`config.mk`:
```
export PLATFORM = sky130hd
export DESIGN_NAME = pc_fetch_sequencer
export DESIGN_NICKNAME = d
export VERILOG_FILES = /design/src/rtl/pc_fetch_sequencer.sv
export SDC_FILE = /design/constraint.sdc
export NUM_CORES = 1
export LEC_CHECK = 0
export CAP_MARGIN = 20
export CORE_ASPECT_RATIO = 0.8
export CORE_MARGIN = 3
export CORE_UTILIZATION = 46
export CTS_CLUSTER_SIZE = 20
export DETAILED_ROUTE_END_ITERATION = 10
export PLACE_DENSITY = 0.77
export SYNTH_ARGS = -nofsm -noshare
export SYNTH_HDL_FRONTEND = slang
export SYNTH_SLANG_ARGS = --single-unit
```
`constraint.sdc`:
```
create_clock -name clk -period 2.3 [get_ports clk]
set_input_delay 0.46 -clock clk [delete_from_list [all_inputs] [get_ports clk]]
set_output_delay 0.46 -clock clk [all_outputs]
set_load 0.01 [all_outputs]
```
`src/rtl/pc_fetch_sequencer.sv`:
```
// Program-counter owner and instruction-fetch sequencer: issues req/ack fetches,
// applies taken redirects with a timed flush, and latches fatal fetch errors.
module pc_fetch_sequencer #(
  parameter logic [31:0] RESET_PC     = 32'h0000_0000,
  parameter int unsigned FLUSH_CYCLES = 2,
  parameter int unsigned ACK_TIMEOUT  = 15
) (
  input  logic        clk,
  input  logic        rst_n,
  input  logic        br_valid,
  input  logic        next_pc_src,
  input  logic [31:0] br_target,
  input  logic        stall,
  output logic        imem_req,
  output logic [31:0] imem_addr,
  input  logic        imem_ack,
  input  logic [31:0] imem_rdata,
  output logic [31:0] inst_out,
  output logic [31:0] inst_pc,
  output logic        inst_valid,
  output logic        flush,
  output logic        fetch_err
);

  typedef enum logic [2:0] {IDLE, FETCH, WAIT, FLUSH, ERR} state_e;

  localparam logic [2:0] FLUSH_INIT = 3'(FLUSH_CYCLES);
  localparam logic [8:0] TO_LIMIT   = 9'(ACK_TIMEOUT);

  state_e      state_q, state_d;
  logic [31:0] pc_q, pc_d;
  logic [31:0] addr_q, addr_d;
  logic [31:0] inst_q, inst_d;
  logic [31:0] inst_pc_q, inst_pc_d;
  logic        req_q, req_d;
  logic        vld_q, vld_d;
  logic        discard_q, discard_d;
  logic        err_q, err_d;
  logic [2:0]  flush_cnt_q, flush_cnt_d;
  logic [7:0]  to_cnt_q, to_cnt_d;

  logic        redirect, misaligned, ack_any, slot_free, completed, timeout;
  logic [8:0]  to_next;

  always_comb begin
    redirect   = br_valid && next_pc_src;
    misaligned = br_target[1:0] != 2'b00;
    ack_any    = req_q && imem_ack;
    // An ack is only taken when the decode slot can receive it; a held,
    // stalled instruction keeps the request pending instead of being overwritten.
    slot_free  = !vld_q || !stall;
    completed  = ack_any && (discard_q || slot_free);
    to_next    = {1'b0, to_cnt_q} + 9'd1;
    timeout    = req_q && !imem_ack && (to_next >= TO_LIMIT);

    state_d     = state_q;
    pc_d        = pc_q;
    addr_d      = addr_q;
    inst_d      = inst_q;
    inst_pc_d   = inst_pc_q;
    req_d       = req_q;
    vld_d       = vld_q && stall;
    discard_d   = discard_q;
    err_d       = err_q;
    flush_cnt_d = flush_cnt_q;
    to_cnt_d    = (req_q && !imem_ack) ? to_next[7:0] : 8'd0;

    if (state_q == ERR) begin
      req_d       = 1'b0;
      vld_d       = 1'b0;
      discard_d   = 1'b0;
      flush_cnt_d = 3'd0;
      to_cnt_d    = 8'd0;
    end else if ((redirect && misaligned) || timeout) begin
      state_d     = ERR;
      err_d       = 1'b1;
      req_d       = 1'b0;
      vld_d       = 1'b0;
      discard_d   = 1'b0;
      flush_cnt_d = 3'd0;
      to_cnt_d    = 8'd0;
    end else if (redirect) begin
      // An in-flight request is allowed to finish but its data is dropped.
      state_d     = FLUSH;
      pc_d        = br_target;
      vld_d       = 1'b0;
      flush_cnt_d = FLUSH_INIT;
      if (ack_any) begin
        req_d     = 1'b0;
        discard_d = 1'b0;
      end else begin
        discard_d = req_q;
      end
    end else begin
      case (state_q)
        IDLE: state_d = FETCH;
        FETCH: begin
          if (!stall) begin
            req_d   = 1'b1;
            addr_d  = pc_q;
            state_d = WAIT;
          end
        end
        WAIT: begin
          if (completed) begin
            discard_d = 1'b0;
            if (!discard_q) begin
              inst_d    = imem_rdata;
              inst_pc_d = pc_q;
              vld_d     = 1'b1;
              pc_d      = pc_q + 32'd4;
            end
            if (!stall) begin
              addr_d = pc_d;
            end else begin
              req_d   = 1'b0;
              state_d = FETCH;
            end
          end
        end
        FLUSH: begin
          if (completed) begin
            req_d     = 1'b0;
            discard_d = 1'b0;
          end
          flush_cnt_d = flush_cnt_q - 3'd1;
          if (flush_cnt_q <= 3'd1) begin
            state_d = (req_q && !completed) ? WAIT : FETCH;
          end
        end
        default: state_d = ERR;
      endcase
    end
  end

  always_ff @(posedge clk or negedge rst_n) begin
    if (!rst_n) begin
      state_q     <= IDLE;
      pc_q        <= RESET_PC;
      addr_q      <= RESET_PC;
      inst_q      <= 32'd0;
      inst_pc_q   <= 32'd0;
      req_q       <= 1'b0;
      vld_q       <= 1'b0;
      discard_q   <= 1'b0;
      err_q       <= 1'b0;
      flush_cnt_q <= 3'd0;
      to_cnt_q    <= 8'd0;
    end else begin
      state_q     <= state_d;
      pc_q        <= pc_d;
      addr_q      <= addr_d;
      inst_q      <= inst_d;
      inst_pc_q   <= inst_pc_d;
      req_q       <= req_d;
      vld_q       <= vld_d;
      discard_q   <= discard_d;
      err_q       <= err_d;
      flush_cnt_q <= flush_cnt_d;
      to_cnt_q    <= to_cnt_d;
    end
  end

  assign imem_req   = req_q;
  assign imem_addr  = addr_q;
  assign inst_out   = inst_q;
  assign inst_pc    = inst_pc_q;
  assign inst_valid = vld_q;
  assign flush      = flush_cnt_q != 3'd0;
  assign fetch_err  = err_q;

endmodule

```
# After elaboration in Yosys (flattened, before gate mapping)
# Cells that the tools add are included.
dict set report classes {
  order_cmp 2
  addsub 3
  bitwise_logic 4
  n_eq_ne 15
  n_reduce_logical 33
  muxes 42
}
# cell n
set ops {}
lappend ops {{$mux W32} 7}
lappend ops {{$pmux W32 S2} 1}
lappend ops {{$add A32 B3 Y32 const B} 1}
lappend ops {{$mux W3} 10}
lappend ops {{$mux W8} 3}
lappend ops {{$ne A5 B5 Y1 const B} 4}
lappend ops {{$mux W1} 18}
lappend ops {{$ne A4 B4 Y1 const B} 4}
lappend ops {{$pmux W3 S4} 1}
lappend ops {{$reduce_bool A4 Y1} 3}
lappend ops {{$reduce_and A5 Y1} 2}
lappend ops {{$add A8 B1 Y9 const B} 1}
lappend ops {{$ge A9 B4 Y1 const B} 1}
lappend ops {{$logic_and A1 B1 Y1} 8}
lappend ops {{$reduce_bool A2 Y1} 4}
lappend ops {{$reduce_and A7 Y1} 1}
lappend ops {{$eq A3 B2 Y1 const B} 2}
lappend ops {{$ne A2 B2 Y1 const B} 3}
lappend ops {{$reduce_and A6 Y1} 1}
lappend ops {{$reduce_bool A6 Y1} 1}
lappend ops {{$logic_not A1 Y1} 4}
lappend ops {{$not A1 Y1} 4}
lappend ops {{$reduce_and A2 Y1} 2}
lappend ops {{$reduce_and A4 Y1} 1}
lappend ops {{other kinds (10)} 12}
dict set report word_totals {
  elab_cells 110
  ff_bits 146
  out_inout_bits 100
  in_bits 70
}

# Logic depth before layout (Yosys ltp)
dict set report depth {
  word_depth 11
  depth_mapped 10
  ltp_nobuf 8
}

# Least setup slack after synthesis
# OpenSTA, ideal clock, no wires.
dict set report synth_path {
  path_type {register -> register}
  from {register to_cnt_q[0]}
  to {register addr_q[0], in the netlist imem_addr[0]}
  slack_ns -0.018
  stages_incl_launch_ff 11
  required_ns 2.175
  arrival_ns 2.192
  period_less_slack_ns 2.318
  setup_time_ns 0.125
  n_path_buf 2
  cell_sequence {dfrtp_1 -> inv_1 -> ha_1 -> nor2_1 -> o21ai_0 -> o22ai_1 -> o31ai_4 -> and4_1 -> buf_6 -> buf_6 -> mux2_4}
}
dict set report synth_via {
  elab_chain_len 6
}
# element line
set synth_rtl {}
lappend synth_rtl {{start, declared} 40} ;# logic [7:0] to_cnt_q, to_cnt_d;
lappend synth_rtl {{start signal, assigned} 160} ;# to_cnt_q <= to_cnt_d;
lappend synth_rtl {{$add A8 B1 Y9} 53} ;# to_next = {1'b0, to_cnt_q} + 9'd1;
lappend synth_rtl {{$ge A9 B4 Y1} 54} ;# timeout = req_q && !imem_ack && (to_next >= TO_LIMIT);
lappend synth_rtl {{$logic_and A1 B1 Y1} 54}
lappend synth_rtl {{$logic_or A1 B1 Y1} 74} ;# end else if ((redirect && misaligned) || timeout) begin
lappend synth_rtl {{$not A1 Y1 (no source line)} --}
lappend synth_rtl {{$reduce_and A7 Y1 (no source line)} --}
lappend synth_rtl {{end signal, assigned} 152} ;# addr_q <= addr_d;
lappend synth_rtl {{end, declared} 32} ;# logic [31:0] addr_q, addr_d;
# No other way between the ends.
# A chain may end at the register's enable or synchronous reset.

# Worst setup path in the final report
dict set report layout_path {
  from {register to_cnt_q[1]}
  to {register addr_q[16], in the netlist imem_addr[16]}
}
# The elaborated chain is that of the path after synthesis.

==> out/results.ini <==
[synth]
synth_edf_count=0
ys_seq_elements=146
yosys-top-cells-area=dfrtp_1, mux2_2, mux2_4
avgSynthCellArea_um2=11.0
synthTopCellsByCount=dfrtp_1, mux2_2, nand2_1, a21oi_1, nor2_1
synth_top_cell_by_area=dfrtp_1
seq_area_frac_synth_pct=50.2
synth_ff_type=dfrtp_1
synth_top_area_share_pct=50.2
yosysUniqueCellTypes=55
yosys_warnings=0
async_flop_share_pct=100
synth_area_mm2=0.00728
netlist_instances=661
yosysMostFrequentCell=dfrtp_1

[die]
die_area_mm2=0.0174
placement_rows=40
start_util_pct=47.7
die_y_um=118
die_w_um=147
io_pins=170
core_area_mm2=0.0153

[sta]
post-route-min-period_ns=2.32
fin_ws_ns=-0.0218
finalHoldViolCount=0
rsz0062_at_grt=true
setup_viol=27
timing.hold.ws_ns=0.474
period_share_pct=101
tightestPinTransition_ns=0.490
clock_skew_ns=0.0118
slew_headroom_pct=66.5
totalNegativeSetupSlack_ns=-0.309
max_freq_ghz=0.431
slew_violations=0

[clock_network]
clk-insertion-delay-late_ns=0.42
cts_root_buf=clkbuf_16
cts_tree=yes
clockBufferDepth=2
cts.sinks=146
numCtsBuffers=17
cts_max_level=4
clkSlewWorstSetupHoldPaths_ns=0.06

[final_layout]
antenna_cells=0
layout.nets=932
final_area_mm2=0.0101
area_delta_synth_final_pct=39.3
layout-drive-gt1-share_pct=21.7

[placement]
portBuffers=169
gp_congestion=0.900
hpwl_um=14100
dpl_cell_area_mm2=0.00942

[critical_path]
end_kind=flop
crit_fanout=17
cp_cell_sequence=ha_2, nand4_1, o21ai_1, nand4b_1, o31ai_4, and4_4, buf_12, mux2_4
cp_slowest_stage_delay_ns=0.39
path_delay_family=simple AND/OR/NAND/NOR gates
crit_path_start_kind=flop
crit_required_ns=2.60
path_class=flop to flop
arrival_ns=2.62
crit_start=to_cnt_q[1]
reg2reg_from=to_cnt_q[1]
crit_buf_inv=1
cp_slowest_cell=dfrtp_1

[detailed_routing]
viasPerCell=5.62
routedWlPerCell_um=18.9
vias=6068
drtPass1Iterations=7
drt_wl_total_um=20400
drc_errors=0
final_antenna_net_count=0
dr.first_iter.drc_count=598

[status]
status=complete, but fails checks
violations=setup timing

[grt]
grt_first_pass_wirelength_um=33400
antenna_found_initial=0
grt_pass1_vias=6307
grt_overflow=0
grt_max_degree=67
grt.total_usage_pct=23.9

[flow_run]
maxCapViolations=0

[power]
pwr_density_cell_mw_per_mm2=554
leakage_nw=4.52
ir_drop_v=0.000521
finalPower_mw=5.61

[min_path]
hp-class=flop to flop
hold_start=fetch_err

-- cell usage in the layout, fill, tap and decap left out, drive strengths merged, types with 7 or more instances in the layout --
cell | synthesis | final
clkdlybuf4s50 | 0 | 168
dfrtp | 146 | 146
mux2 | 96 | 96
nand2 | 54 | 54
buf | 22 | 51
a21oi | 45 | 45
nor2 | 35 | 35
o21ai | 29 | 29
nand3 | 26 | 26
clkbuf | 25 | 23
xor2 | 19 | 19
nor3 | 18 | 18
xnor2 | 16 | 16
nand4 | 12 | 12
o2bb2ai | 12 | 12
inv | 11 | 11
a31oi | 10 | 10
and3 | 8 | 8
o22ai | 7 | 7
-- area by class of cell --
| class | instances | area, um^2 |
|---|---|---|
| clock buffers | 23 | 488 |
| clock inverters | 9 | 104 |
| fillers | 1170 | 5130 |
| inverters | 11 | 41.3 |
| multi-input cells | 460 | 3400 |
| flip-flops and latches | 146 | 3650 |
| well taps | 210 | 263 |
| repair buffers | 220 | 2180 |
-- kinds of logic (layout without fill, tap and decap cells) --
family          Yosys count  count (layout)  share of synthesized area (%)
buf+inv                  58             263                           3.66
other cells               1               4                         0.0515
flops                   146             146                           50.2
mux                      96              96                           16.4
xor+xnor                 35              35                           4.21
compound gates          133             133                           11.5
simple gates            186             186                           13.0
fa+ha+maj                 6               6                           1.03
-- registers in the layout, summed over array words and instances, names as in the netlist --
register and cells:
fetch_err 1, pc_q 32, inst_valid 1, inst_pc 32, to_cnt_q 8, imem_addr 32
state_q 3, imem_req 1, flush_cnt_q 3, discard_q 1, inst_out 32
-- repair_timing --
action                     CTS  global route
hold endpoints to repair    34             0
hold buffers                 1             0
pin swaps                    2             3
buffers inserted             1             8
setup endpoints to repair   46            62
resized for setup            6             3
gates cloned                 0             0
-- worst paths after layout --
path / to / slack [ns] / cells after the start
max: imem_addr[16] / -0.02 / 8
min: fetch_err / 0.47 / 1
max reg2reg: imem_addr[16] / -0.02 / 8
min reg2reg: fetch_err / 0.47 / 1
max in group asynchronous: imem_req / 1.12 / 3
min in group asynchronous: state_q[1] / 0.53 / 2
-- power breakdown --
| group | total (mW) | switching, mW | internal, mW |
|---|---|---|---|
| Clock | 2.77 | 1.06 | 1.71 |
| Sequential | 2.58 | 0.00501 | 2.57 |
| Combinational | 0.265 | 0.131 | 0.134 |
| Total | 5.61 | 1.19 | 4.41 |
-- per-layer routing --
metal | up-vias | share of wire [%] | global-route usage (%)
met2 | 349 | 45 | 36.7
met5 | - | 0 | 0
met4 | 0 | 1.8 | 6.40
met1 | 2926 | 41 | 31.1
met3 | 43 | 12 | 10.3
li1 | 2750 | - | -
-- metrics by stage --
| stage | setup WS (ns) | std cells | util, % |
|---|---|---|---|
| after floorplan | -0.0103 | 664 | - |
| after global placement | -0.0117 | 1037 | 61.7 |
| after detailed placement | -0.124 | 1037 | 61.7 |
| after CTS | -0.0193 | 1071 | 65.8 |
| after global routing | -0.124 | 1079 | 66.4 |
| final | -0.0218 | 1079 | 66.4 |
No activity file was read; power rests on OpenSTA's default activity.
